--- src/rtl/lm_sm_sequencer_if.sv ---
// Handshake and memory/register-file bus between the main controller and the
// LM/SM transfer sequencer. The controller side is the master.
interface lm_sm_sequencer_if #(
  parameter int ADDR_W = 16,
  parameter int NREG   = 8
);
  logic              start;
  logic              is_store;
  logic [NREG-1:0]   reg_mask;
  logic [ADDR_W-1:0] base_addr;
  logic              mem_ready;
  logic              busy;
  logic              done;
  logic [ADDR_W-1:0] mem_addr;
  logic              mem_read;
  logic              mem_write;
  logic [2:0]        rf_idx;
  logic              rf_wen;
  logic [3:0]        xfer_cnt;

  modport master (
    output start, is_store, reg_mask, base_addr, mem_ready,
    input  busy, done, mem_addr, mem_read, mem_write, rf_idx, rf_wen, xfer_cnt
  );

  modport slave (
    input  start, is_store, reg_mask, base_addr, mem_ready,
    output busy, done, mem_addr, mem_read, mem_write, rf_idx, rf_wen, xfer_cnt
  );
endinterface

--- src/rtl/lm_sm_sequencer.sv ---
// Load-multiple / store-multiple sequencer. Walks a latched register mask from
// R0 upward and issues one memory access per set bit at consecutive addresses
// starting at the latched base. State advances on the falling clock edge so it
// lines up with the main controller's timing.
module lm_sm_sequencer #(
  parameter int ADDR_W = 16,
  parameter int NREG   = 8
) (
  input  logic               clk,
  input  logic               proc_rst,
  lm_sm_sequencer_if.slave   bus
);

  typedef enum logic [1:0] {
    ST_IDLE   = 2'd0,
    ST_SCAN   = 2'd1,
    ST_ACCESS = 2'd2,
    ST_DONE   = 2'd3
  } state_t;

  localparam logic [NREG-1:0] MASK_ONE = {{(NREG-1){1'b0}}, 1'b1};

  state_t            state_q,    state_d;
  logic [NREG-1:0]   mask_q,     mask_d;
  logic [ADDR_W-1:0] base_q,     base_d;
  logic              store_q,    store_d;
  logic [3:0]        off_q,      off_d;
  logic [3:0]        xfer_q,     xfer_d;
  logic [ADDR_W-1:0] mem_addr_q, mem_addr_d;
  logic [2:0]        rf_idx_q,   rf_idx_d;
  logic [NREG-1:0]   clr_mask_s;

  // Index of the lowest set bit; the walk always proceeds from R0 upward.
  function automatic logic [2:0] lowest_set(input logic [NREG-1:0] m);
    logic [2:0] idx;
    idx = 3'd0;
    for (int i = NREG - 1; i >= 0; i--) begin
      if (m[i]) begin
        idx = 3'(i);
      end else begin
        idx = idx;
      end
    end
    return idx;
  endfunction

  // Next-state and datapath updates for the IDLE/SCAN/ACCESS/DONE walk.
  always_comb begin
    state_d    = state_q;
    mask_d     = mask_q;
    base_d     = base_q;
    store_d    = store_q;
    off_d      = off_q;
    xfer_d     = xfer_q;
    mem_addr_d = mem_addr_q;
    rf_idx_d   = rf_idx_q;
    clr_mask_s = mask_q & ~(MASK_ONE << rf_idx_q);

    case (state_q)
      ST_IDLE: begin
        if (bus.start) begin
          mask_d  = bus.reg_mask;
          base_d  = bus.base_addr;
          store_d = bus.is_store;
          off_d   = 4'd0;
          xfer_d  = 4'd0;
          if (bus.reg_mask != {NREG{1'b0}}) begin
            state_d = ST_SCAN;
          end else begin
            state_d = ST_DONE;
          end
        end else begin
          state_d = ST_IDLE;
        end
      end
      ST_SCAN: begin
        // Address is base plus transfer count, wrapping at the top of memory.
        rf_idx_d   = lowest_set(mask_q);
        mem_addr_d = base_q + {{(ADDR_W-4){1'b0}}, off_q};
        state_d    = ST_ACCESS;
      end
      ST_ACCESS: begin
        if (bus.mem_ready) begin
          mask_d = clr_mask_s;
          off_d  = off_q + 4'd1;
          xfer_d = xfer_q + 4'd1;
          if (clr_mask_s != {NREG{1'b0}}) begin
            state_d = ST_SCAN;
          end else begin
            state_d = ST_DONE;
          end
        end else begin
          state_d = ST_ACCESS;
        end
      end
      ST_DONE: begin
        state_d = ST_IDLE;
      end
      default: begin
        state_d = ST_IDLE;
      end
    endcase
  end

  // State and datapath registers, falling-edge clocked with async reset.
  always_ff @(negedge clk or negedge proc_rst) begin
    if (!proc_rst) begin
      state_q    <= ST_IDLE;
      mask_q     <= {NREG{1'b0}};
      base_q     <= {ADDR_W{1'b0}};
      store_q    <= 1'b0;
      off_q      <= 4'd0;
      xfer_q     <= 4'd0;
      mem_addr_q <= {ADDR_W{1'b0}};
      rf_idx_q   <= 3'd0;
    end else begin
      state_q    <= state_d;
      mask_q     <= mask_d;
      base_q     <= base_d;
      store_q    <= store_d;
      off_q      <= off_d;
      xfer_q     <= xfer_d;
      mem_addr_q <= mem_addr_d;
      rf_idx_q   <= rf_idx_d;
    end
  end

  // Status and strobes decode directly from the registered state so a reset
  // removes every strobe immediately.
  assign bus.busy      = (state_q != ST_IDLE);
  assign bus.done      = (state_q == ST_DONE);
  assign bus.mem_read  = (state_q == ST_ACCESS) & ~store_q;
  assign bus.mem_write = (state_q == ST_ACCESS) &  store_q;
  assign bus.rf_wen    = (state_q == ST_ACCESS) & ~store_q & bus.mem_ready;
  assign bus.mem_addr  = mem_addr_q;
  assign bus.rf_idx    = rf_idx_q;
  assign bus.xfer_cnt  = xfer_q;

endmodule

--- src/flat_wrapper.sv ---
// flat-port wrapper written by rule: the top's interface ports become plain ports
module lm_sm_sequencer_flat 
#(
  parameter int ADDR_W = 16,
  parameter int NREG   = 8
)
  (clk, proc_rst, bus_start, bus_is_store, bus_reg_mask, bus_base_addr, bus_mem_ready, bus_busy, bus_done, bus_mem_addr, bus_mem_read, bus_mem_write, bus_rf_idx, bus_rf_wen, bus_xfer_cnt);
  lm_sm_sequencer_if #(.ADDR_W(ADDR_W), .NREG(NREG)) bus_i ();
  input  logic clk;
  input  logic proc_rst;
  input wire logic [$bits(bus_i.start)-1:0] bus_start;
  input wire logic [$bits(bus_i.is_store)-1:0] bus_is_store;
  input wire logic [$bits(bus_i.reg_mask)-1:0] bus_reg_mask;
  input wire logic [$bits(bus_i.base_addr)-1:0] bus_base_addr;
  input wire logic [$bits(bus_i.mem_ready)-1:0] bus_mem_ready;
  output wire logic [$bits(bus_i.busy)-1:0] bus_busy;
  output wire logic [$bits(bus_i.done)-1:0] bus_done;
  output wire logic [$bits(bus_i.mem_addr)-1:0] bus_mem_addr;
  output wire logic [$bits(bus_i.mem_read)-1:0] bus_mem_read;
  output wire logic [$bits(bus_i.mem_write)-1:0] bus_mem_write;
  output wire logic [$bits(bus_i.rf_idx)-1:0] bus_rf_idx;
  output wire logic [$bits(bus_i.rf_wen)-1:0] bus_rf_wen;
  output wire logic [$bits(bus_i.xfer_cnt)-1:0] bus_xfer_cnt;
  assign bus_i.start = bus_start;
  assign bus_i.is_store = bus_is_store;
  assign bus_i.reg_mask = bus_reg_mask;
  assign bus_i.base_addr = bus_base_addr;
  assign bus_i.mem_ready = bus_mem_ready;
  assign bus_busy = bus_i.busy;
  assign bus_done = bus_i.done;
  assign bus_mem_addr = bus_i.mem_addr;
  assign bus_mem_read = bus_i.mem_read;
  assign bus_mem_write = bus_i.mem_write;
  assign bus_rf_idx = bus_i.rf_idx;
  assign bus_rf_wen = bus_i.rf_wen;
  assign bus_xfer_cnt = bus_i.xfer_cnt;
  lm_sm_sequencer #(.ADDR_W(ADDR_W), .NREG(NREG)) u_core (.clk(clk), .proc_rst(proc_rst), .bus(bus_i));
endmodule
--- config.mk ---
export PLATFORM = sky130hd
export DESIGN_NAME = lm_sm_sequencer_flat
export DESIGN_NICKNAME = d
export VERILOG_FILES = /design/src/rtl/lm_sm_sequencer_if.sv /design/src/rtl/lm_sm_sequencer.sv /design/src/flat_wrapper.sv
export SDC_FILE = /design/constraint.sdc
export NUM_CORES = 1
export LEC_CHECK = 0
export BUFFER_PORTS_ARGS = -buffer_cell sky130_fd_sc_hd__buf_2
export CAP_MARGIN = 40
export CORE_MARGIN = 2
export CORE_UTILIZATION = 54
export CTS_CLUSTER_DIAMETER = 150
export DETAILED_ROUTE_END_ITERATION = 12
export PLACE_DENSITY = 0.79
export SLEW_MARGIN = 5
export SYNTH_ARGS = -nofsm -noshare
export SYNTH_HDL_FRONTEND = slang
export SYNTH_SLANG_ARGS = --single-unit
export TNS_END_PERCENT = 5
--- constraint.sdc ---
create_clock -name clk -period 2.4 [get_ports clk]
set_input_delay 0.48 -clock clk [delete_from_list [all_inputs] [get_ports clk]]
set_output_delay 0.48 -clock clk [all_outputs]
set_load 0.02 [all_outputs]
==> results.md <==
* Status: finished, violations left
* Failing checks: negative setup slack
* Max VDD drop at ~640 µV
* Initial Util at 56.8%
* Final hold vios at 0
* DRC viols at 0
* WP data arrival at 2.41 ns
* CTS tree: yes
* 1st-iter DRT viols at 206
* Clock power frac at 12.3%
* Place WS at -0.292 ns
* Clk sinks at 54
* Setup TNS at -5.48 ns
* Async set-reset flop share out of synthesis at between 90% and 100%
* Synthesized Nets at slightly below 300
* Hold slack at 0.451 ns
* HP Start: u_core.bus.mem_addr[13]
* Post-synth EDFFs at 0
* Num CTS Buffers at 5
* Port Buffers at 56
* Hold depth at 2
* Die area at 0.00566 mm²
* Rel. slew slack at 75.7%
* Max incr delay on CP at about 0.44 ns
* Die height at 75.2 µm
* Critical path startpoint category: flip-flop
* Detailed Place HPWL at 4110 µm
* HP Class: flip-flop to flip-flop
* Critical Path Sink Type: output pin
* Syn. warnings at 0
* Crit path kind: flip-flop to output pin
* Required @ worst endpoint at about 1.9 ns
* Synth top area cells: dfrtn_1 (49%), mux2_2 (8.2%), nand2_1 (5.9%)
* Fillcell total at 350
* Die width at 75.2 µm
* CTS root buf: clkbuf_8
* Avg WL per Cell at 14.5 µm
* CP max-delay cell: dfrtn_1
* Design area at about 0.0036 mm²
* Post-Synthesis Cells at 260
* Via density at 5.46
* Largest net degree at the start of global routing at 55
* Synth area leader: dfrtn_1
* Syn_area_per_cell at 10.5 µm²
* RR Startpoint: u_core.off_q[0]
* First-pass GRT wire length at roughly 9500 µm
* Max Cap Viol at 0
* I/O pins at 57
* Synth unique cells at 47
* Core area at ~0.0048 mm²
* R2R cell count at 7
* DR vias at 2199
* Pre-antenna DRT Iters at 5
* H-tree depth at 2
* Setup-failing EPs final at 28
* Area growth syn-to-layout at 30.9%
* Total global-route track usage at around 22%
* Worst-skew pair later-pin latency at 0.30 ns
* #FFs+latches synth at 54
* Layout Skew at around 0.0040 ns
* Int Pwr at 2.93 mW
* Seq pwr share at 37.3%
* Top-count cell post-synth: dfrtn_1
* Max Buffers Root-to-Sink at 2
* Initial antenna violation count at 0
* Routability cong. at 0.919
* Switching power at 1.89 mW
* Largest fanout on the critical path at 3
* Clk slew on worst S/H paths at 0.06 ns
* Comb power frac at 50.4%
* Area post-placement at between 0.003 and 0.004 mm²
* WHS Endpoint: u_core.bus.mem_addr[13]
* Final slew viol count at 0
* Cell Area, Synth at roughly 0.0027 mm²
* Sw Ratio at 39.2%
* Worst-Margin Slew at approximately 0.36 ns
* Total leakage power at between 1.5 and 2 nW
* Rows at 25
* R2R Setup Slk at about 0.36 ns
* Top Family by Delay on Critical Path: flip-flops
* Crit Reg-Reg Endpoint: u_core.bus.mem_addr[6]
* Diodes inserted at 0
* Dominant synthesized flop cell: dfrtn_1
* RSZ-0062 raised after global routing: yes
* Grt ovf at 0
* Share of layout cells above drive strength 1 at 36.6%
* Sequential fraction of the synthesis area at between 40% and 50%
* Routed Antenna Nets at 0
* Synth top area share at 49.4%
* Vias in the first global route at 2087
* PwrDens at 1350 mW/mm²
* Synth top cells by count: dfrtn_1 (54), nand2_1 (43), mux2_2 (20)
* Crit path cell chain: nor2b_4, nand2_2, nor2_4, buf_6
* Final WL at 5850 µm
* CP bufs+invs at 1
* # nets final at 371
* Setup ws final at -0.491 ns
cell usage in the layout, fill, tap and decap left out, types with 8 or more instances in the layout:
cell type / count
buf_2: 29
buf_4: 21
buf_6: 27
dfrtn_1: 54
mux2_4: 15
nand2_1: 42
nor2_1: 9
o21ai_0: 14
o21ai_1: 11
xnor2_1: 8
xor2_1: 9
power by group through the flow:
| stage | clock [mW] | sequential [mW] | combinational [mW] |
|---|---|---|---|
| after floorplan | 0 | 1.89 | 1.39 |
| after global placement | 0 | 1.74 | 2.13 |
| after detailed placement | 0 | 1.76 | 2.19 |
| after CTS | 0.607 | 1.79 | 2.41 |
| after global routing | 0.635 | 1.86 | 2.66 |
| final | 0.593 | 1.80 | 2.43 |
worst min-delay path, stage by stage, from the launching register on:
cell and delay, ns:
dfrtn_1 0.42, nand2_1 0.05, o21ai_1 0.06
sequential cells by signal, summed over array words and instances, names as in the netlist:
register / flops
u_core.off_q: 4
u_core.state_q: 2
u_core.store_q: 1
u_core.bus.xfer_cnt: 4
u_core.base_q: 16
u_core.bus.rf_idx: 3
u_core.mask_q: 8
u_core.bus.mem_addr: 16
through the flow:
stage               instances  power [mW]  utilization [%]
floorplan                 260        3.28                -
global placement          394        3.87             68.5
detailed placement        394        3.95             68.5
CTS                       402        4.81             74.2
global route              403        5.15             74.4
finish                    403        4.82             74.4
final cells by class:
cell class                      count  area [µm²]  area share (%)
Multi-Input combinational cell    186        1360            37.9
Clock inverter                      3        40.0            1.12
Sequential cell                    54        1350            37.7
Timing Repair Buffer               79         647            18.1
Inverter                            9        33.8           0.943
Tap cell                           67        83.8            2.34
Clock buffer                        5        68.8            1.92
timing repair:
action / CTS / global route
endpoints found under the setup margin: 28 / 35
pin swaps: 2 / 1
hold buffers: 0 / 0
resized for setup: 53 / 1
gates cloned: 0 / 0
buffers inserted: 0 / 1
cell families (layout without fill, tap and decap cells):
kind of cell    Yosys count  count (layout)  share of synthesized area (%)
simple gates             85              85                           15.1
compound gates           56              56                           14.0
flops                    54              54                           49.4
mux                      21              21                           8.64
buf+inv                  20              96                           3.98
xor+xnor                 17              17                           5.44
fa+ha+maj                 7               7                           3.47
layer usage:
| layer | global-route usage, % | part of all wire, % | routed length (µm) | vias up |
|---|---|---|---|---|
| met1 | 29.5 | 44 | 2560 | 1061 |
| met2 | 37.2 | 50 | 2910 | 71 |
| met4 | 6.82 | 1.7 | 99 | 0 |
| li1 | - | - | - | 1056 |
| met3 | 3.21 | 4.7 | 272 | 11 |
| met5 | 0 | 0 | 0 | - |
how the worst max path moves through the flow:
stage | start | to | slack [ns] | cells past startpoint
finish | u_core.state_q[1] | bus_rf_wen | -0.49 | 4
global placement | bus_start | u_core.base_q[11] | -0.27 | 5
CTS | u_core.state_q[1] | bus_rf_wen | -0.49 | 4
global route | u_core.state_q[1] | bus_rf_wen | -0.56 | 4
detailed placement | bus_start | u_core.base_q[15] | -0.29 | 5
floorplan | u_core.state_q[1] | bus_rf_wen | -0.11 | 3
No activity file was read; power rests on OpenSTA's default activity.
